--- config.mk ---
export PLATFORM = sky130hd
export DESIGN_NAME = ifu_fetch
export DESIGN_NICKNAME = d
export VERILOG_FILES = /design/src/rtl/ifu_fetch_pkg.sv /design/src/rtl/ifu_fifo.sv /design/src/rtl/ifu_fetch.sv
export SDC_FILE = /design/constraint.sdc
export NUM_CORES = 1
export LEC_CHECK = 0
export BUFFER_PORTS_ARGS = -buffer_cell sky130_fd_sc_hd__buf_4
export CAP_MARGIN = 5
export CORE_MARGIN = 2
export CORE_UTILIZATION = 53
export DETAILED_ROUTE_END_ITERATION = 12
export HOLD_SLACK_MARGIN = 0.08
export PLACE_DENSITY = 0.71
export RECOVER_POWER = 50
export SLEW_MARGIN = 30
export SYNTH_ARGS = -nofsm -noshare
export SYNTH_HDL_FRONTEND = slang
export SYNTH_HIERARCHICAL = 1
export SYNTH_SLANG_ARGS = --single-unit
--- constraint.sdc ---
create_clock -name clk -period 8 [get_ports clk]
set_input_delay 1.2 -clock clk [delete_from_list [all_inputs] [get_ports clk]]
set_output_delay 1.2 -clock clk [all_outputs]
set_load 0.1 [all_outputs]
--- src/rtl/ifu_fetch_pkg.sv ---
// Shared types and constants for the instruction fetch unit.
// Holds the fetch-entry layout and the helper that picks a 32-bit word out of a 64-bit beat.
package ifu_fetch_pkg;

    localparam logic [63:0] PC_INIT_DEFAULT = 64'h8000_0000;
    localparam int          INST_LEN        = 4;

    typedef struct packed {
        logic [63:0] pc;
        logic [31:0] inst;
    } fetch_entry_t;

    function automatic logic [31:0] select_word(input logic upper, input logic [63:0] data);
        return upper ? data[63:32] : data[31:0];
    endfunction

endpackage

--- src/rtl/ifu_fifo.sv ---
// Small synchronous FIFO with flush and occupancy count; the head is a registered copy of
// the oldest entry, so a push becomes visible one cycle later and the head holds when empty.
module ifu_fifo #(
    parameter int WIDTH = 96,
    parameter int DEPTH = 4
) (
    input  logic                   clk,
    input  logic                   rst,
    input  logic                   flush,
    input  logic                   push,
    input  logic [WIDTH-1:0]       push_data,
    input  logic                   pop,
    output logic [WIDTH-1:0]       head,
    output logic [$clog2(DEPTH):0] count
);
    localparam int              AW       = $clog2(DEPTH);
    localparam logic [AW-1:0]   LAST_PTR = AW'(DEPTH - 1);
    localparam logic [AW:0]     FULL_CNT = (AW + 1)'(DEPTH);

    logic [WIDTH-1:0] mem_reg [DEPTH];
    logic [WIDTH-1:0] head_reg;
    logic [AW-1:0]    rd_ptr_reg, wr_ptr_reg, rd_ptr_next;
    logic [AW:0]      count_reg, count_next;
    logic             do_push, do_pop;

    function automatic logic [AW-1:0] ptr_inc(input logic [AW-1:0] p);
        return (p == LAST_PTR) ? '0 : p + 1'b1;
    endfunction

    // A pop on an empty FIFO only takes effect alongside a push (the pushed word passes straight through).
    always_comb begin
        do_push     = push && !flush;
        do_pop      = pop && !flush && ((count_reg != '0) || push);
        rd_ptr_next = do_pop ? ptr_inc(rd_ptr_reg) : rd_ptr_reg;
        count_next  = count_reg;
        if (do_push && !do_pop) begin
            count_next = count_reg + 1'b1;
        end else if (!do_push && do_pop) begin
            count_next = count_reg - 1'b1;
        end
    end

    always_ff @(posedge clk) begin
        if (do_push) begin
            mem_reg[wr_ptr_reg] <= push_data;
        end
    end

    always_ff @(posedge clk) begin
        if (rst) begin
            rd_ptr_reg <= '0;
            wr_ptr_reg <= '0;
            count_reg  <= '0;
            head_reg   <= '0;
        end else if (flush) begin
            rd_ptr_reg <= '0;
            wr_ptr_reg <= '0;
            count_reg  <= '0;
        end else begin
            if (do_push) begin
                wr_ptr_reg <= ptr_inc(wr_ptr_reg);
            end
            rd_ptr_reg <= rd_ptr_next;
            count_reg  <= count_next;
            // Forward the incoming word when it becomes the new head; otherwise read ahead.
            if (do_push && (wr_ptr_reg == rd_ptr_next)) begin
                head_reg <= push_data;
            end else if (count_next != '0) begin
                head_reg <= mem_reg[rd_ptr_next];
            end
        end
    end

    assign head  = head_reg;
    assign count = count_reg;

    assert property (@(posedge clk) disable iff (rst)
        (push && !pop && !flush) |-> (count_reg != FULL_CNT));

endmodule

--- src/rtl/ifu_fetch.sv ---
// Instruction fetch unit: issues 64-bit reads, buffers {pc, inst} pairs, flushes on redirect.
// Optional misaligned-redirect trap is enabled by defining IFU_MISALIGN_TRAP_EN.
module ifu_fetch
    import ifu_fetch_pkg::*;
#(
    parameter logic [63:0] PC_INIT = PC_INIT_DEFAULT,
    parameter int          DEPTH   = 4,
    parameter int          MAX_OUT = 2
) (
    input  logic        clk,
    input  logic        rst,
    output logic        mem_req_valid,
    input  logic        mem_req_ready,
    output logic [63:0] mem_req_addr,
    input  logic        mem_resp_valid,
    input  logic [63:0] mem_resp_data,
    output logic        inst_valid,
    input  logic        inst_ready,
    output logic [31:0] inst,
    output logic [63:0] inst_pc,
    input  logic        redirect,
    input  logic [63:0] redirect_pc
`ifdef IFU_MISALIGN_TRAP_EN
    ,
    output logic        fetch_misalign
`endif
);
    localparam int IB_CW = $clog2(DEPTH) + 1;
    localparam int RQ_CW = $clog2(MAX_OUT) + 1;

    logic [63:0]      fetch_pc_reg;
    logic [RQ_CW-1:0] drop_reg;
    logic             trap_active;
    logic             req_fire, ib_push, ib_pop;
    fetch_entry_t     ib_push_data, ib_head;
    logic [IB_CW-1:0] ib_count;
    logic [63:0]      rq_head, resp_pc;
    logic [RQ_CW-1:0] rq_count;

`ifdef IFU_MISALIGN_TRAP_EN
    logic misalign_reg;

    always_ff @(posedge clk) begin
        if (rst) begin
            misalign_reg <= 1'b0;
        end else if (redirect) begin
            misalign_reg <= |redirect_pc[1:0];
        end
    end

    assign trap_active    = misalign_reg;
    assign fetch_misalign = misalign_reg;
`else
    assign trap_active = 1'b0;
`endif

    // Reserve a buffer slot for every in-flight request so responses can always be accepted.
    assign mem_req_valid = !rst && !redirect && !trap_active
                         && (32'(rq_count) < MAX_OUT)
                         && ((32'(ib_count) + 32'(rq_count)) < DEPTH);
    assign mem_req_addr  = {fetch_pc_reg[63:3], 3'b000};
    assign req_fire      = mem_req_valid && mem_req_ready;

    // A response in the handshake cycle itself has no queue entry yet; its pc is the live fetch pc.
    assign resp_pc      = (rq_count == '0) ? fetch_pc_reg : rq_head;
    assign ib_push_data = '{pc: resp_pc, inst: select_word(resp_pc[2], mem_resp_data)};
    assign ib_push      = mem_resp_valid && (drop_reg == '0);
    assign ib_pop       = inst_valid && inst_ready;

    ifu_fifo #(
        .WIDTH($bits(fetch_entry_t)),
        .DEPTH(DEPTH)
    ) u_inst_buf (
        .clk      (clk),
        .rst      (rst),
        .flush    (redirect),
        .push     (ib_push),
        .push_data(ib_push_data),
        .pop      (ib_pop),
        .head     (ib_head),
        .count    (ib_count)
    );

    ifu_fifo #(
        .WIDTH(64),
        .DEPTH(MAX_OUT)
    ) u_req_queue (
        .clk      (clk),
        .rst      (rst),
        .flush    (1'b0),
        .push     (req_fire),
        .push_data(fetch_pc_reg),
        .pop      (mem_resp_valid),
        .head     (rq_head),
        .count    (rq_count)
    );

    always_ff @(posedge clk) begin
        if (rst) begin
            fetch_pc_reg <= PC_INIT;
            drop_reg     <= '0;
        end else if (redirect) begin
            fetch_pc_reg <= redirect_pc & ~64'h3;
            drop_reg     <= rq_count - RQ_CW'(mem_resp_valid);
        end else begin
            if (req_fire) begin
                fetch_pc_reg <= fetch_pc_reg + 64'(INST_LEN);
            end
            if (mem_resp_valid && (drop_reg != '0)) begin
                drop_reg <= drop_reg - 1'b1;
            end
        end
    end

    assign inst_valid = (ib_count != '0) && !trap_active;
    assign inst       = ib_head.inst;
    assign inst_pc    = ib_head.pc;

endmodule

After elaboration in Yosys (flattened, before gate mapping)
Memory sizes are Yosys's and may differ from the RTL's. A register that Yosys moved wholly into a read port is not among the register bits.
Index checks and enable logic that the tools add are counted.
Widths: inputs -> output; s select.
- output and inout bits: 162
- logic and storage cells: 88
- RAM bits: 512
- memories kept: 2
- flip-flop bits (word level): 77
- ROM bits: 0
- input bits: 134
- bits in latches: 0
- shift-type cells: 0
- add/subtract/negate cells: 12
- div/mod/pow operators: 0
- equality and inequality tests: 4
- multipliers: 0
- magnitude comparators: 2
- bitwise logic cells: 1
- reduce and logical (&&, ||, !) cells: 38
- mux-type cells: 20
- memory list (memory ; depth ; width ; rd ports ; clocked after Yosys merged registers in ; write ports ; RTL line ; RTL):
    u_inst_buf.mem_reg ; 4 ; 96 ; 1 ; 1 ; 1 ; ifu_fifo.sv:20 ; logic [WIDTH-1:0] mem_reg [DEPTH];
    u_req_queue.mem_reg ; 2 ; 64 ; 1 ; 1 ; 1 ; ifu_fifo.sv:20 ;
- operators by type and width (cell ; number):
    $mux 64 ; 3
    $add 64x3->64 const B ; 1
    $mux 32 ; 1
    $logic_and 1x1->1 ; 17
    $mux 2 ; 7
    $reduce_bool 2->1 ; 7
    $mux 1 ; 7
    $add 2x1->2 const B ; 3
    $logic_not 1->1 ; 6
    $mux 3 ; 2
    $reduce_bool 3->1 ; 2
    $add 3x2->4 ; 1
    $eq 2x2->1 const B ; 2
    $logic_not 2->1 ; 2
    $lt 4x3->1 const B ; 1
    $sub 2x1->2 const B ; 2
    $add 3x1->3 const B ; 1
    $sub 3x1->3 const B ; 1
    $add 1x1->1 const B ; 2
    $eq 2x2->1 ; 1
    $logic_or 1x1->1 ; 2
    $lt 2x2->1 const B ; 1
    $reduce_and 2->1 ; 1
    $reduce_or 2->1 ; 1
    3 further kinds ; 3

Longest topological paths before layout
- depth in word-level cells: 12
- gate-level depth with buffers: 14
- mapped depth without buffers: 10

Cells and area by module
The synthesis kept the hierarchy.
- by module, submodules not included (module ; cells an instance ; times used ; sequential area each (um2) ; area each (um2)):
    ifu_fifo (u_inst_buf) ; 1337 ; 1 ; 13593.0 ; 19052.0
    ifu_fifo (u_req_queue) ; 1007 ; 1 ; 5205.0 ; 9785.6
    ifu_fetch ; 669 ; 1 ; 1281.2 ; 5495.3

Worst setup path before layout
No wires, ideal clock.
- kind: input to register
- start point: in redirect
- end point: reg u_req_queue.head_reg[17] (netlist: u_req_queue/head[17]), read port of u_req_queue.mem_reg
- data required time: 7.875 ns
- arrival: 6.060 ns
- buffers on the path: 4
- slack: 1.815 ns
- stages on the path: 12
- setup time: 0.125 ns
- path through: nor3_1 nand4_1 inv_1 buf_1 buf_2 nor3b_2 mux2_4 inv_2 a31o_1 buf_6 buf_6 mux2i_1
- word-level cells in the longest chain between the ends: 12
- elaborated cells between the ends (all ways): 18
- those cells by class: eq/ne: 1; mux: 3; reduce/logical: 14
- RTL lines (element ; RTL line ; RTL):
    start, declared ; ifu_fetch.sv:21 ; input logic redirect,
    $logic_not 1->1 (*) ; ifu_fetch.sv:58 ; assign mem_req_valid = !rst && !redirect && !trap_active
    $logic_and 1x1->1 (*) ; ifu_fetch.sv:58 ;
    $logic_and 1x1->1 (*) ; ifu_fetch.sv:59 ; && (32'(rq_count) < MAX_OUT)
    $logic_and 1x1->1 (*) ; ifu_fetch.sv:60 ; && ((32'(ib_count) + 32'(rq_count)) < DEPTH);
    $logic_and 1x1->1 (*) ; ifu_fetch.sv:62 ; assign req_fire = mem_req_valid && mem_req_ready;
    net req_fire ; ifu_fetch.sv:34 ; logic req_fire, ib_push, ib_pop;
    $logic_or 1x1->1 ; ifu_fifo.sv:33 ; do_pop = pop && !flush && ((count_reg != '0) || push);
    $logic_and 1x1->1 ; ifu_fifo.sv:33 ;
    $logic_and 1x1->1 or $logic_not 1->1 (tied branches) ; ifu_fifo.sv:38, ifu_fifo.sv:36 ;
    $mux 2 or $logic_and 1x1->1 (tied branches) ; ifu_fifo.sv:38, ifu_fifo.sv:36 ;
    $mux 2 ; ifu_fifo.sv:36 ; if (do_push && !do_pop) begin
    $reduce_bool 2->1 ; ifu_fifo.sv:68 ; end else if (count_next != '0) begin
    $reduce_bool 2->1 (no line) ; - ;
    end, declared ; ifu_fifo.sv:21 ; logic [WIDTH-1:0] head_reg;
Mark *: on every way through the listed nets, which the timed path passes. The rest lies on a longest branch.
A chain may end at the register's enable or synchronous reset.

Worst setup path after layout
- start point: in redirect
- end point: mem u_inst_buf.mem_reg[3][72] (enable)
- word-level cells in the longest chain between the ends: 4
- RTL lines (element ; RTL line ; RTL):
    $logic_not 1->1 ; ifu_fifo.sv:32 ; do_push = push && !flush;
    $logic_and 1x1->1 ; ifu_fifo.sv:32 ;
    $mux 1 ; ifu_fifo.sv:44 ; if (do_push) begin
    $mux 1 (implied by the code) ; ifu_fifo.sv:45 ; mem_reg[wr_ptr_reg] <= push_data;
    end, declared ; ifu_fifo.sv:20 ;
No other way between the ends.

==> out/metrics.cfg <==
[yosys]
synth_area_mm2 = 0.0343
synth-seq-cells = 747
yosysMostFrequentCell = edfxtp_1
ys_seq_area_share_pct = 58.5
synth_edf_count = 512
synth_top_cell_by_area = edfxtp_1
ys_async_sr_fraction_pct = 0
synth.distinct_cells = 79
synthFlopType = edfxtp_1
synth.area.top_cells = edfxtp_1 (45%), dfxtp_1 (14%), mux2i_1 (5.1%)
ys_warn_count = 6
avgSynthCellArea_um2 = 11.4
yosysTopAreaCellShare_pct = 44.8
syn_inst = 3013
synth_commonest_cells = edfxtp_1 (512), a21oi_1 (318), nand2_1 (276), dfxtp_1 (235), nand2b_1 (197)

[timing]
report.final.slew_viol_count = 287
tightestPinTransition_ns = 4.38
post-route-min-period_ns = 5.94
finalSetupViolations = 0
slew_headroom_pct = -192
rsz0062_at_grt = false
hold_viol_final = 0
fmax_ghz = 0.168
fin_tns_setup_ns = 0
period_share_pct = 74.3
skew_ns = 0.0249

[cts]
cts_root_buffer = clkbuf_16
cts.sinks = 747
cts_tree = done
holdBufCountCts = 0
cts_buffer_depth = 3
path_clk_slew_ns = 0.06
cts-htree-levels = 3
cts_resized = 0
insertion_delay_ns = 0.62
postCtsSetupRepairBufs = 0
numCtsBuffers = 78

[floorplanning]
die_area_mm2 = 0.0668
fp.dieH_um = 259
core_mm2 = 0.0642
die_x_um = 259
row_count = 93
start_util_pct = 53.5
num_io_pins = 296

[layout]
num_antenna_cells = 0
nNetsFinal = 3284
syn2layout_area_growth_pct = 13.6
layout-drive-gt1-share_pct = 14.6
largest_reg_flops = 384
utilization_pct = 60.7

[power]
power_per_cell_area_mw_per_mm2 = 246
finalPower_uw = 9580
peakVddDrop_mv = 0.133
leakagePower_uw = 0.0136

[placed_design]
gp_congestion = 0.882
hpwl_um = 52700
io_buffers = 290

[critical_path]
required_ns = 8.33
reg2reg_depth = 5
arrival_ns = 6.27
reg2reg_slack_ns = 2.82
start_kind = primary input
critical_path_class = in2reg
crit_path_end_kind = register
path_max_fanout = 52
startpoint = redirect
cp-endpoint = u_inst_buf/mem_reg[3][72]$_DFFE_PP_
reg2reg_from = u_req_queue/count[1]$_SDFF_PP0_
r2r-end = u_inst_buf/head[32]$_SDFFE_PP0P_

[global_routing]
grt_start_max_net_pins = 194
grt_pass1_vias = 23774
grt_pass1_wl_um = 135000
overflow = 0
antenna_found_initial = 1
grtUsageTotal_pct = 25.9

[run_status]
failed_checks = max-capacitance violations, max-slew violations
status = complete, but fails checks

[detailed_routing]
drt_iter0_markers = 2135
drt-pass1-iter-count = 6
vias_per_cell = 6.04
drc = 0
vias = 24495
ant_nets = 0
wl_per_cell_um = 21.9
wirelength_um = 89000

[worst_hold_path]
holdCritPathClass = reg2reg

[flow_run]
drv_cap = 7

[per-stage QoR]
stage | instances | instance area [µm²] | worst slack (ns) | hold WS (ns)
finish | 4057 | 39000 | 2.06 | 0.472
global route | 4057 | 39000 | 1.83 | 0.491
CTS | 4056 | 39200 | 3.35 | 0.477
detailed placement | 3911 | 36500 | 2.73 | 0.465
global placement | 3907 | 36400 | 2.82 | 0.458
floorplan | 3022 | 34400 | 1.81 | 0.447
[cells in the final DEF, fill, tap and decap left out, types with 12 or more instances in the layout]
cell type,instances
a211oi_1,111
a21oi_1,318
a221oi_1,97
a31oi_1,12
and3_1,23
buf_4,245
bufinv_16,12
clkbuf_1,80
clkbuf_16,82
clkinv_2,17
dfxtp_1,234
edfxtp_1,512
ha_1,13
inv_1,81
mux2_1,93
mux2i_1,174
nand2_1,274
nand2b_1,197
nand3_1,26
nand4_1,26
nor2_1,147
nor2_2,12
nor3_1,77
nor3_2,41
nor4_1,12
o21ai_0,25
o31ai_1,64
xnor2_1,19
xor2_1,15
[final cells by class]
| class | instances | area (µm²) |
|---|---|---|
| Fill cell | 5169 | 25200 |
| Sequential cell | 747 | 20100 |
| Multi-Input combinational cell | 1902 | 12500 |
| Timing Repair Buffer | 324 | 2290 |
| Clock buffer | 97 | 2140 |
| Tap cell | 855 | 1070 |
| Clock inverter | 48 | 564 |
| Inverter | 84 | 315 |
[critical path, stage by stage]
cell,delay (ns)
clkbuf_1,0.24
clkbuf_1,2.17
inv_1,0.64
and3_1,1.08
buf_4,0.60
buf_16,0.26
[power by group]
part / total, µW / leakage, µW / switching, µW / internal, µW
clock: 3790 / 0.00132 / 1500 / 2290
combinational: 1380 / 0.00571 / 1060 / 319
sequential: 4410 / 0.00660 / 130 / 4280
total: 9580 / 0.0136 / 2690 / 6890
[worst min-delay path by stage]
stage	startpoint	endpoint	slack (ns)	cells past startpoint
after floorplan	u_req_queue/head[0]$_SDFFE_PP0P_	u_req_queue/head[0]$_SDFFE_PP0P_	0.45	2
after global placement	u_req_queue/head[54]$_SDFFE_PP0P_	u_req_queue/head[54]$_SDFFE_PP0P_	0.46	2
after detailed placement	u_req_queue/head[44]$_SDFFE_PP0P_	u_req_queue/head[44]$_SDFFE_PP0P_	0.46	2
after CTS	u_req_queue/head[55]$_SDFFE_PP0P_	u_req_queue/head[55]$_SDFFE_PP0P_	0.48	2
after global routing	u_req_queue/head[8]$_SDFFE_PP0P_	u_req_queue/head[8]$_SDFFE_PP0P_	0.49	2
final	u_req_queue/head[55]$_SDFFE_PP0P_	u_req_queue/head[55]$_SDFFE_PP0P_	0.47	2
[metal layers]
| metal | vias up | routed length (µm) | GRT usage (%) |
|---|---|---|---|
| met4 | 2 | 2220 | 8.64 |
| met3 | 157 | 7290 | 4.27 |
| met2 | 1071 | 42600 | 43.5 |
| met1 | 11986 | 36900 | 34.4 |
| li1 | 11279 | - | - |
| met5 | - | 16 | 0 |
[kinds of logic after synthesis]
family	share of synthesized area, %
flops	58.5
buf+inv	5.36
simple gates	13.7
fa+ha+maj	0.474
other cells	0.0109
compound gates	12.8
xor+xnor	0.867
mux	8.26
Note: power is estimated with default switching activity, not from simulation.
